==> src/rtl/decode_queue_if.sv <==
// Decoded-instruction types and the fetch/issue handshake bundle of decode_queue.
// The master modport is the fetch+issue environment, the slave modport is the queue.
package decode_queue_pkg;
  typedef struct packed {
    logic alu_add, alu_sub, alu_sll, alu_slt, alu_sltu;
    logic alu_xor, alu_srl, alu_sra, alu_or, alu_and;
  } alu_op_type;

  typedef struct packed {
    logic beq, bne, blt, bge, bltu, bgeu;
  } bcu_op_type;

  typedef struct packed {
    logic lb, lh, lw, lbu, lhu, sb, sh, sw;
  } lsu_op_type;

  typedef struct packed {
    logic csrrw, csrrs, csrrc;
  } csr_op_type;

  typedef struct packed {
    logic muldiv_mul, muldiv_mulh, muldiv_mulhsu, muldiv_mulhu;
    logic muldiv_div, muldiv_divu, muldiv_rem, muldiv_remu;
  } mul_op_type;

  typedef struct packed {
    logic [31:0] imm;
    logic [11:0] caddr;
    logic [4:0]  waddr, raddr1, raddr2;
    logic        wren, rden1, rden2, cwren, crden;
    alu_op_type  alu;
    bcu_op_type  bcu;
    lsu_op_type  lsu;
    csr_op_type  csr_op;
    mul_op_type  mul_op;
    logic        lui, auipc, jal, jalr, branch, load, store, csr, muldiv;
    logic        fence, ecall, ebreak, mret, wfi;
    logic        valid;
  } decoder_out_type;
endpackage

interface decode_queue_if #(parameter int PC_WIDTH = 32);
  logic                            in_valid;
  logic                            in_ready;
  logic [PC_WIDTH-1:0]             in_pc;
  logic [31:0]                     in_instr;
  logic                            out_valid;
  logic                            out_ready;
  logic [PC_WIDTH-1:0]             out_pc;
  logic [31:0]                     out_instr;
  decode_queue_pkg::decoder_out_type out_dec;
  logic                            out_illegal;

  modport master (output in_valid, in_pc, in_instr, out_ready,
                  input  in_ready, out_valid, out_pc, out_instr, out_dec, out_illegal);
  modport slave  (input  in_valid, in_pc, in_instr, out_ready,
                  output in_ready, out_valid, out_pc, out_instr, out_dec, out_illegal);
endinterface

==> src/rtl/decode_queue.sv <==
// Fetch-to-issue buffer: DEPTH-entry FIFO, strict RV32I(+M) decode of the head,
// registered output stage, synchronous flush for redirects.
module decode_queue #(
  parameter int DEPTH    = 4,
  parameter bit M_EXT    = 1'b1,
  parameter int PC_WIDTH = 32
) (
  input  logic                     i_clk,
  input  logic                     i_rst,
  input  logic                     i_flush,
  decode_queue_if.slave            q_if,
  output logic [$clog2(DEPTH):0]   o_count
);
  import decode_queue_pkg::*;

  localparam int AW = $clog2(DEPTH);

  localparam logic [4:0] OPC_LOAD   = 5'b00000;
  localparam logic [4:0] OPC_FENCE  = 5'b00011;
  localparam logic [4:0] OPC_OPIMM  = 5'b00100;
  localparam logic [4:0] OPC_AUIPC  = 5'b00101;
  localparam logic [4:0] OPC_STORE  = 5'b01000;
  localparam logic [4:0] OPC_OP     = 5'b01100;
  localparam logic [4:0] OPC_LUI    = 5'b01101;
  localparam logic [4:0] OPC_BRANCH = 5'b11000;
  localparam logic [4:0] OPC_JALR   = 5'b11001;
  localparam logic [4:0] OPC_JAL    = 5'b11011;
  localparam logic [4:0] OPC_SYSTEM = 5'b11100;

  logic [PC_WIDTH-1:0] r_mem_pc  [DEPTH];
  logic [31:0]         r_mem_ins [DEPTH];
  logic [AW-1:0]       r_wr_ptr, r_rd_ptr;
  logic [AW:0]         r_count;

  logic                r_out_valid, r_out_illegal;
  logic [PC_WIDTH-1:0] r_out_pc;
  logic [31:0]         r_out_instr;
  decoder_out_type     r_out_dec;

  logic                w_push, w_load, w_empty, w_ok;
  logic [31:0]         w_ins;
  logic [4:0]          w_rd, w_rs1, w_rs2;
  logic [2:0]          w_f3;
  logic [6:0]          w_f7;
  decoder_out_type     w_dec;

  // in_ready depends only on registered occupancy, so a full FIFO refuses
  // a push even on an edge that also pops.
  assign q_if.in_ready = (r_count != (AW+1)'(DEPTH)) && !i_rst;
  assign w_empty       = (r_count == '0);
  assign w_push        = q_if.in_valid && q_if.in_ready && !i_flush;
  assign w_load        = !w_empty && (!r_out_valid || q_if.out_ready) && !i_flush;

  always_ff @(posedge i_clk) begin
    if (w_push) begin
      r_mem_pc[r_wr_ptr]  <= q_if.in_pc;
      r_mem_ins[r_wr_ptr] <= q_if.in_instr;
    end
  end

  always_ff @(posedge i_clk or posedge i_rst) begin
    if (i_rst) begin
      r_wr_ptr <= '0;
      r_rd_ptr <= '0;
      r_count  <= '0;
    end else if (i_flush) begin
      r_wr_ptr <= '0;
      r_rd_ptr <= '0;
      r_count  <= '0;
    end else begin
      if (w_push) r_wr_ptr <= r_wr_ptr + 1'b1;
      if (w_load) r_rd_ptr <= r_rd_ptr + 1'b1;
      case ({w_push, w_load})
        2'b10:   r_count <= r_count + 1'b1;
        2'b01:   r_count <= r_count - 1'b1;
        default: r_count <= r_count;
      endcase
    end
  end

  function automatic alu_op_type alu_f3(input logic [2:0] f3, input logic alt);
    alu_op_type a;
    a = '0;
    case (f3)
      3'b000: if (alt) a.alu_sub = 1'b1; else a.alu_add = 1'b1;
      3'b001: a.alu_sll  = 1'b1;
      3'b010: a.alu_slt  = 1'b1;
      3'b011: a.alu_sltu = 1'b1;
      3'b100: a.alu_xor  = 1'b1;
      3'b101: if (alt) a.alu_sra = 1'b1; else a.alu_srl = 1'b1;
      3'b110: a.alu_or   = 1'b1;
      default: a.alu_and = 1'b1;
    endcase
    return a;
  endfunction

  assign w_ins = r_mem_ins[r_rd_ptr];
  assign w_rd  = w_ins[11:7];
  assign w_rs1 = w_ins[19:15];
  assign w_rs2 = w_ins[24:20];
  assign w_f3  = w_ins[14:12];
  assign w_f7  = w_ins[31:25];

  always_comb begin
    w_dec        = '0;
    w_ok         = 1'b1;
    w_dec.waddr  = w_rd;
    w_dec.raddr1 = w_rs1;
    w_dec.raddr2 = w_rs2;
    case (w_ins[6:2])
      OPC_LUI: begin
        w_dec.wren = 1'b1; w_dec.lui = 1'b1;
        w_dec.imm  = {w_ins[31:12], 12'b0};
      end
      OPC_AUIPC: begin
        w_dec.wren = 1'b1; w_dec.auipc = 1'b1;
        w_dec.imm  = {w_ins[31:12], 12'b0};
      end
      OPC_JAL: begin
        w_dec.wren = 1'b1; w_dec.jal = 1'b1;
        w_dec.imm  = {{11{w_ins[31]}}, w_ins[31], w_ins[19:12], w_ins[20], w_ins[30:21], 1'b0};
      end
      OPC_JALR: begin
        w_dec.wren = 1'b1; w_dec.rden1 = 1'b1; w_dec.jalr = 1'b1;
        w_dec.imm  = {{20{w_ins[31]}}, w_ins[31:20]};
      end
      OPC_BRANCH: begin
        w_dec.rden1 = 1'b1; w_dec.rden2 = 1'b1; w_dec.branch = 1'b1;
        w_dec.imm   = {{19{w_ins[31]}}, w_ins[31], w_ins[7], w_ins[30:25], w_ins[11:8], 1'b0};
        case (w_f3)
          3'b000: w_dec.bcu.beq  = 1'b1;
          3'b001: w_dec.bcu.bne  = 1'b1;
          3'b100: w_dec.bcu.blt  = 1'b1;
          3'b101: w_dec.bcu.bge  = 1'b1;
          3'b110: w_dec.bcu.bltu = 1'b1;
          3'b111: w_dec.bcu.bgeu = 1'b1;
          default: w_ok = 1'b0;
        endcase
      end
      OPC_LOAD: begin
        w_dec.wren = 1'b1; w_dec.rden1 = 1'b1; w_dec.load = 1'b1;
        w_dec.imm  = {{20{w_ins[31]}}, w_ins[31:20]};
        case (w_f3)
          3'b000: w_dec.lsu.lb  = 1'b1;
          3'b001: w_dec.lsu.lh  = 1'b1;
          3'b010: w_dec.lsu.lw  = 1'b1;
          3'b100: w_dec.lsu.lbu = 1'b1;
          3'b101: w_dec.lsu.lhu = 1'b1;
          default: w_ok = 1'b0;
        endcase
      end
      OPC_STORE: begin
        w_dec.rden1 = 1'b1; w_dec.rden2 = 1'b1; w_dec.store = 1'b1;
        w_dec.imm   = {{20{w_ins[31]}}, w_ins[31:25], w_ins[11:7]};
        case (w_f3)
          3'b000: w_dec.lsu.sb = 1'b1;
          3'b001: w_dec.lsu.sh = 1'b1;
          3'b010: w_dec.lsu.sw = 1'b1;
          default: w_ok = 1'b0;
        endcase
      end
      OPC_OPIMM: begin
        w_dec.wren  = 1'b1; w_dec.rden1 = 1'b1;
        w_dec.imm   = {{20{w_ins[31]}}, w_ins[31:20]};
        w_dec.alu   = alu_f3(w_f3, w_f3 == 3'b101 && w_f7 == 7'b0100000);
        if (w_f3 == 3'b001 && w_f7 != 7'b0000000) w_ok = 1'b0;
        if (w_f3 == 3'b101 && w_f7 != 7'b0000000 && w_f7 != 7'b0100000) w_ok = 1'b0;
        // addi x0,x0,0 is a pure bubble; downstream must not see an ALU op.
        if (w_ins == 32'h0000_0013) w_dec.alu = '0;
      end
      OPC_OP: begin
        w_dec.wren = 1'b1; w_dec.rden1 = 1'b1; w_dec.rden2 = 1'b1;
        case (w_f7)
          7'b0000000: w_dec.alu = alu_f3(w_f3, 1'b0);
          7'b0100000: begin
            if (w_f3 == 3'b000 || w_f3 == 3'b101) w_dec.alu = alu_f3(w_f3, 1'b1);
            else w_ok = 1'b0;
          end
          7'b0000001: begin
            if (M_EXT) begin
              w_dec.muldiv = 1'b1;
              w_dec.mul_op = mul_op_type'(8'b1000_0000 >> w_f3);
            end else begin
              w_ok = 1'b0;
            end
          end
          default: w_ok = 1'b0;
        endcase
      end
      OPC_FENCE: begin
        if (w_f3 == 3'b001) w_dec.fence = 1'b1;
        else if (w_f3 != 3'b000) w_ok = 1'b0;
      end
      OPC_SYSTEM: begin
        if (w_f3 == 3'b000) begin
          case (w_ins[31:20])
            12'h000: w_dec.ecall  = 1'b1;
            12'h001: w_dec.ebreak = 1'b1;
            12'h302: w_dec.mret   = 1'b1;
            12'h105: w_dec.wfi    = 1'b1;
            default: w_ok = 1'b0;
          endcase
        end else if (w_f3 == 3'b100) begin
          w_ok = 1'b0;
        end else begin
          // csrrw never reads when rd=x0; csrrs/csrrc never write when rs1/uimm=0.
          w_dec.csr   = 1'b1;
          w_dec.caddr = w_ins[31:20];
          w_dec.wren  = 1'b1;
          w_dec.rden1 = !w_f3[2];
          if (w_f3[2]) w_dec.imm = {27'b0, w_rs1};
          w_dec.csr_op.csrrw = (w_f3[1:0] == 2'b01);
          w_dec.csr_op.csrrs = (w_f3[1:0] == 2'b10);
          w_dec.csr_op.csrrc = (w_f3[1:0] == 2'b11);
          w_dec.cwren = (w_f3[1:0] == 2'b01) ? 1'b1 : (w_rs1 != 5'd0);
          w_dec.crden = (w_f3[1:0] == 2'b01) ? (w_rd != 5'd0) : 1'b1;
        end
      end
      default: w_ok = 1'b0;
    endcase
    if (w_ins[1:0] != 2'b11) w_ok = 1'b0;
    if (w_rd == 5'd0) w_dec.wren = 1'b0;
    w_dec.valid = w_ok;
    // Illegal words carry nothing actionable downstream; out_instr keeps the raw bits.
    if (!w_ok) w_dec = '0;
  end

  always_ff @(posedge i_clk or posedge i_rst) begin
    if (i_rst) begin
      r_out_valid   <= 1'b0;
      r_out_illegal <= 1'b0;
      r_out_pc      <= '0;
      r_out_instr   <= '0;
      r_out_dec     <= '0;
    end else if (i_flush) begin
      r_out_valid   <= 1'b0;
      r_out_illegal <= 1'b0;
    end else if (w_load) begin
      r_out_valid   <= 1'b1;
      r_out_illegal <= !w_dec.valid;
      r_out_pc      <= r_mem_pc[r_rd_ptr];
      r_out_instr   <= w_ins;
      r_out_dec     <= w_dec;
    end else if (q_if.out_ready) begin
      r_out_valid   <= 1'b0;
      r_out_illegal <= 1'b0;
    end
  end

  assign q_if.out_valid   = r_out_valid;
  assign q_if.out_illegal = r_out_illegal;
  assign q_if.out_pc      = r_out_pc;
  assign q_if.out_instr   = r_out_instr;
  assign q_if.out_dec     = r_out_dec;
  assign o_count          = r_count;
endmodule

==> src/flat_wrapper.sv <==
// flat-port wrapper written by rule: the top's interface ports become plain ports
module decode_queue_flat import decode_queue_pkg::*;
#(
  parameter int DEPTH    = 4,
  parameter bit M_EXT    = 1'b1,
  parameter int PC_WIDTH = 32
)
  (i_clk, i_rst, i_flush, o_count, q_if_in_valid, q_if_in_pc, q_if_in_instr, q_if_out_ready, q_if_in_ready, q_if_out_valid, q_if_out_pc, q_if_out_instr, q_if_out_dec, q_if_out_illegal);
  decode_queue_if #(.PC_WIDTH(PC_WIDTH)) q_if_i ();
  input  logic i_clk;
  input  logic i_rst;
  input  logic i_flush;
  output logic [$clog2(DEPTH):0] o_count;
  input wire logic [$bits(q_if_i.in_valid)-1:0] q_if_in_valid;
  input wire logic [$bits(q_if_i.in_pc)-1:0] q_if_in_pc;
  input wire logic [$bits(q_if_i.in_instr)-1:0] q_if_in_instr;
  input wire logic [$bits(q_if_i.out_ready)-1:0] q_if_out_ready;
  output wire logic [$bits(q_if_i.in_ready)-1:0] q_if_in_ready;
  output wire logic [$bits(q_if_i.out_valid)-1:0] q_if_out_valid;
  output wire logic [$bits(q_if_i.out_pc)-1:0] q_if_out_pc;
  output wire logic [$bits(q_if_i.out_instr)-1:0] q_if_out_instr;
  output wire logic [$bits(q_if_i.out_dec)-1:0] q_if_out_dec;
  output wire logic [$bits(q_if_i.out_illegal)-1:0] q_if_out_illegal;
  assign q_if_i.in_valid = q_if_in_valid;
  assign q_if_i.in_pc = q_if_in_pc;
  assign q_if_i.in_instr = q_if_in_instr;
  assign q_if_i.out_ready = q_if_out_ready;
  assign q_if_in_ready = q_if_i.in_ready;
  assign q_if_out_valid = q_if_i.out_valid;
  assign q_if_out_pc = q_if_i.out_pc;
  assign q_if_out_instr = q_if_i.out_instr;
  assign q_if_out_dec = q_if_i.out_dec;
  assign q_if_out_illegal = q_if_i.out_illegal;
  decode_queue #(.DEPTH(DEPTH), .M_EXT(M_EXT), .PC_WIDTH(PC_WIDTH)) u_core (.i_clk(i_clk), .i_rst(i_rst), .i_flush(i_flush), .q_if(q_if_i), .o_count(o_count));
endmodule
==> config.mk <==
export PLATFORM = sky130hd
export DESIGN_NAME = decode_queue_flat
export DESIGN_NICKNAME = d
export VERILOG_FILES = /design/src/rtl/decode_queue_if.sv /design/src/rtl/decode_queue.sv /design/src/flat_wrapper.sv
export SDC_FILE = /design/constraint.sdc
export NUM_CORES = 1
export LEC_CHECK = 0
export ABC_AREA = 1
export BUFFER_PORTS_ARGS = -buffer_cell sky130_fd_sc_hd__buf_2
export CAP_MARGIN = 20
export CELL_PAD_IN_SITES_DETAIL_PLACEMENT = 0
export CELL_PAD_IN_SITES_GLOBAL_PLACEMENT = 1
export CORE_ASPECT_RATIO = 0.75
export CORE_MARGIN = 4
export CORE_UTILIZATION = 45
export CTS_CLUSTER_SIZE = 10
export DETAILED_ROUTE_END_ITERATION = 10
export GPL_TIMING_DRIVEN = 0
export PLACE_DENSITY_LB_ADDON = 0.1
export REMOVE_ABC_BUFFERS = 1
export SYNTH_ARGS = -nofsm -noshare
export SYNTH_HDL_FRONTEND = slang
export SYNTH_SLANG_ARGS = --single-unit
export TNS_END_PERCENT = 5
==> constraint.sdc <==
create_clock -name i_clk -period 7.91 [get_ports i_clk]
set_clock_uncertainty 0.15 [all_clocks]
set_input_delay 1.582 -clock i_clk [delete_from_list [all_inputs] [get_ports i_clk]]
set_output_delay 1.582 -clock i_clk [all_outputs]
set_load 0.005 [all_outputs]
==> flow_summary.json <==
{
  "run_status": "complete, no violations",
  "die_w_um": 242.9,
  "drive_gt1_share_pct": 18.70,
  "place_congestion": 0.8601,
  "cp-startpoint": "u_core.r_rd_ptr[1]",
  "grt_usage_pct": 22.93,
  "timing.rr.end": "u_core.q_if.out_dec[69]",
  "grt_pass1_wl_mm": 80.63,
  "clk_path_buf_depth": 3,
  "holdBufCountCts": 0,
  "row_count": 64,
  "post-cts-setup-buffer-count": 0,
  "path_clk_slew_ns": 0.05,
  "path_common_cell": "nand2_1",
  "syn_avg_cell_area_um2": 10.30,
  "area.growth.synth_to_final_pct": 17.92,
  "synth_xor_area_share_pct": 0.09405,
  "dp_hpwl_mm": 32.67,
  "async_flop_share_pct": 42.21,
  "clock_sinks": 443,
  "synth_edf_count": 256,
  "crit_type": "flop to flop",
  "cp_data_required_time_ns": 8.16,
  "nets": 2095,
  "synthSimpleGateAreaFrac_pct": 23.15,
  "num_io_pins": 253,
  "cts_resized": 0,
  "placed_cell_area_um2": 20510,
  "tightest_slew_ns": 0.9576,
  "fp.dieH_um": 184.2,
  "muxShareOfSynthArea_pct": 0,
  "final_area_um2": 21960,
  "grt_max_degree": 156,
  "pwr-share-seq_pct": 37.7,
  "cp.depth": 12,
  "portBuffers": 252,
  "hold_path.class": "flop to flop",
  "synth_ff_type": "edfxtp_1",
  "drv_cap": 0,
  "clkLatencyLatePin_ns": 0.57,
  "grt_pass1_vias": 13820,
  "cts_tree": "built",
  "path_buf_inv": 3,
  "setup.worst_path.start_class": "flop",
  "die_area_um2": 44740,
  "wire_per_inst_um": 19.93,
  "total_power_uw": 7836,
  "ctsRootBufferMaster": "clkbuf_16",
  "drv_slew": 0,
  "synth_top_family_by_area": "simple AND/OR/NAND/NOR gates",
  "synth_area_um2": 18630,
  "vdd_ir_drop_max_mv": 0.3399,
  "synthDistinctLibCells": 39,
  "regToRegSetupSlack_ns": 2.47,
  "start_util_pct": 45.61,
  "synth_seq_area_share_pct": 66.40,
  "core_area_um2": 40840,
  "end_kind": "flop",
  "antenna_found_initial": 5,
  "reg2reg_from": "u_core.r_rd_ptr[1]",
  "num_vias": 13880,
  "synth-adder-area-share_pct": 0.3762,
  "p_per_area_nw_per_um2": 356.8,
  "internal_power_uw": 4678,
  "cpPeakStageDelay_ns": 1.03,
  "worstSetupEndpoint": "u_core.q_if.out_dec[69]",
  "pwr-share-comb_pct": 35.5,
  "cpLargestDelayFamily": "simple AND/OR/NAND/NOR gates",
  "slowest_stage": "dfrtp_4",
  "power.switching_uw": 3158,
  "worstHoldPathCells": 2,
  "min_period_ns": 5.436,
  "drtIter0Drc": 922,
  "finalCritPeriodShare_pct": 68.73,
  "yosys_warnings": 0,
  "synth-compound-area-share_pct": 5.562,
  "cp_cell_sequence": "inv_2 -> buf_12 -> nand3_1 -> nand2_1 -> nand2_2 -> inv_2 -> nand2_1 -> o211ai_1 -> nor2_1 -> nand3_4 -> nand2_1 -> o21ai_0",
  "pre_cts_slack_ns": 2.525,
  "drc": 0,
  "switching_share_pct": 40.30,
  "postLayoutCoreUtil_pct": 53.78,
  "crit_path_max_fanout": 68,
  "drt_first_pass_iters": 5,
  "drt_wl_total_mm": 51.47,
  "cp.arrival_ns": 5.69,
  "grt-ovfl-total": 0,
  "syn_inst": 1808,
  "slew_headroom_pct": 36.16,
  "ys_seq_elements": 443,
  "final_antenna_net_count": 0,
  "power.leakage_uw": 0.009904,
  "max_freq_mhz": 183.9,
  "clockPowerShare_pct": 26.8,
  "rsz0062_at_grt": "no",
  "setup_viol": 0,
  "fin_ws_ns": 2.474,
  "hold_viol": 0,
  "htreeDepth": 2,
  "worstRegToRegCells": 12,
  "cts-buffers-inserted": 50,
  "via_per_inst": 5.374
}
[worst reg2reg max path, stage by stage (launching register included)]
cell and delay, ns:
dfrtp_4 1.03, inv_2 0.57, buf_12 0.35, nand3_1 0.11, nand2_1 0.15, nand2_2 0.24
inv_2 0.09, nand2_1 0.57, o211ai_1 0.22, nor2_1 0.23, nand3_4 0.52, nand2_1 0.87
o21ai_0 0.19
[synth_stat cells, types with 2 or more instances]
cell type,instances,area share [%]
nand2_1,590,12
edfxtp_1,256,41
dfrtp_1,187,25
nor2_1,123,2.5
o21ai_0,115,3.1
nand4_1,106,3.6
nand3_1,103,2.8
clkbuf_1,74,1.5
inv_1,53,1.1
o22ai_1,34,1.1
nor3_1,21,0.56
inv_2,16,0.32
a21oi_1,15,0.40
buf_6,14,0.85
nor4_1,14,0.47
nand2_2,12,0.40
buf_2,10,0.27
buf_1,9,0.18
o21ai_1,9,0.24
a211oi_1,7,0.28
nor2_4,7,0.42
buf_4,6,0.24
nand3_2,5,0.27
ha_1,4,0.27
a31oi_1,2,0.067
o211ai_1,2,0.081
xor2_1,2,0.094
[layer usage]
metal  up-vias  global-route usage, %  share of wire (%)
met5         -                      0              0.097
met4         8                  4.868                1.7
met3        75                  5.919                7.0
met2       375                  36.60                 46
met1      6779                  32.15                 45
li1       6645                      -                  -
[cell families (layout without fill, tap and decap cells)]
logic type / after synthesis / count (layout)
other: 0 / 2
buffers and inverters: 182 / 427
adder cells (fa/ha/maj): 5 / 5
flip-flops: 443 / 443
XOR/XNOR: 2 / 2
AND/OR/NAND/NOR: 987 / 987
AO/OA/AOI/OAI: 189 / 189
[final cells by class]
cell class,instances,area [µm²]
inverters,69,279.0
clock inverters,2,32.53
diodes,2,5.005
multi-input cells,1183,5480
flip-flops and latches,443,12370
fillers,3733,18880
clock buffers,82,1413
well taps,528,660.6
repair buffers,274,1719
[worst min path at each step]
stage                                         from                  endpoint
final                       u_core.q_if.out_pc[20]    u_core.q_if.out_pc[20]
after global routing        u_core.q_if.out_pc[31]    u_core.q_if.out_pc[31]
after CTS                   u_core.q_if.out_pc[27]    u_core.q_if.out_pc[27]
after detailed placement    u_core.q_if.out_pc[26]    u_core.q_if.out_pc[26]
after global placement      u_core.q_if.out_pc[29]    u_core.q_if.out_pc[29]
after floorplan           u_core.q_if.out_instr[0]  u_core.q_if.out_instr[0]
[per-stage QoR]
| step | cells | hold WS (ns) | setup TNS [ns] |
|---|---|---|---|
| after floorplan | 1695 | 0.3154 | -807.86 |
| after global placement | 2475 | 0.2977 | -3472.74 |
| after detailed placement | 2497 | 0.3030 | 0 |
| after CTS | 2581 | 0.3164 | 0 |
| after global routing | 2582 | 0.3318 | 0 |
| final | 2583 | 0.3112 | 0 |
[state kept, by name, summed over array words and instances, names as in the netlist]
name                     flops
u_core.r_rd_ptr              2
u_core.r_mem_pc            128
u_core.q_if.out_dec        114
u_core.r_mem_ins           128
u_core.q_if.out_pc          32
u_core.q_if.out_illegal      1
u_core.r_wr_ptr              2
u_core.q_if.out_valid        1
u_core.o_count               3
u_core.q_if.out_instr       32
[power by group through the flow]
stage | combinational, µW | clock (µW) | sequential [µW]
4_1_cts | 2800 | 2150 | 2960
5_1_grt | 3100 | 2250 | 2990
2_1_floorplan | 1620 | 0 | 2970
3_3_place_gp | 2700 | 0 | 3030
3_5_place_dp | 2790 | 0 | 3000
6_report | 2780 | 2100 | 2960
[placed cells by master (no fill, tap or decap), types with 4 or more instances in the layout]
master     count
edfxtp_1     256
inv_2         15
clkbuf_16     51
nor3_1        21
nor2_4        12
buf_2        252
o21ai_0      115
clkbuf_1      29
nand2_2       12
nor2_1       118
inv_1         50
buf_12        17
nand2_1      590
nand4_1      106
nand3_1      103
buf_16         4
o21ai_1        9
nand3_2        4
ha_1           4
o22ai_1       34
dfrtp_1      185
a211oi_1       7
nor4_1        14
a21oi_1       15
Note: power is estimated with default switching activity, not from simulation.
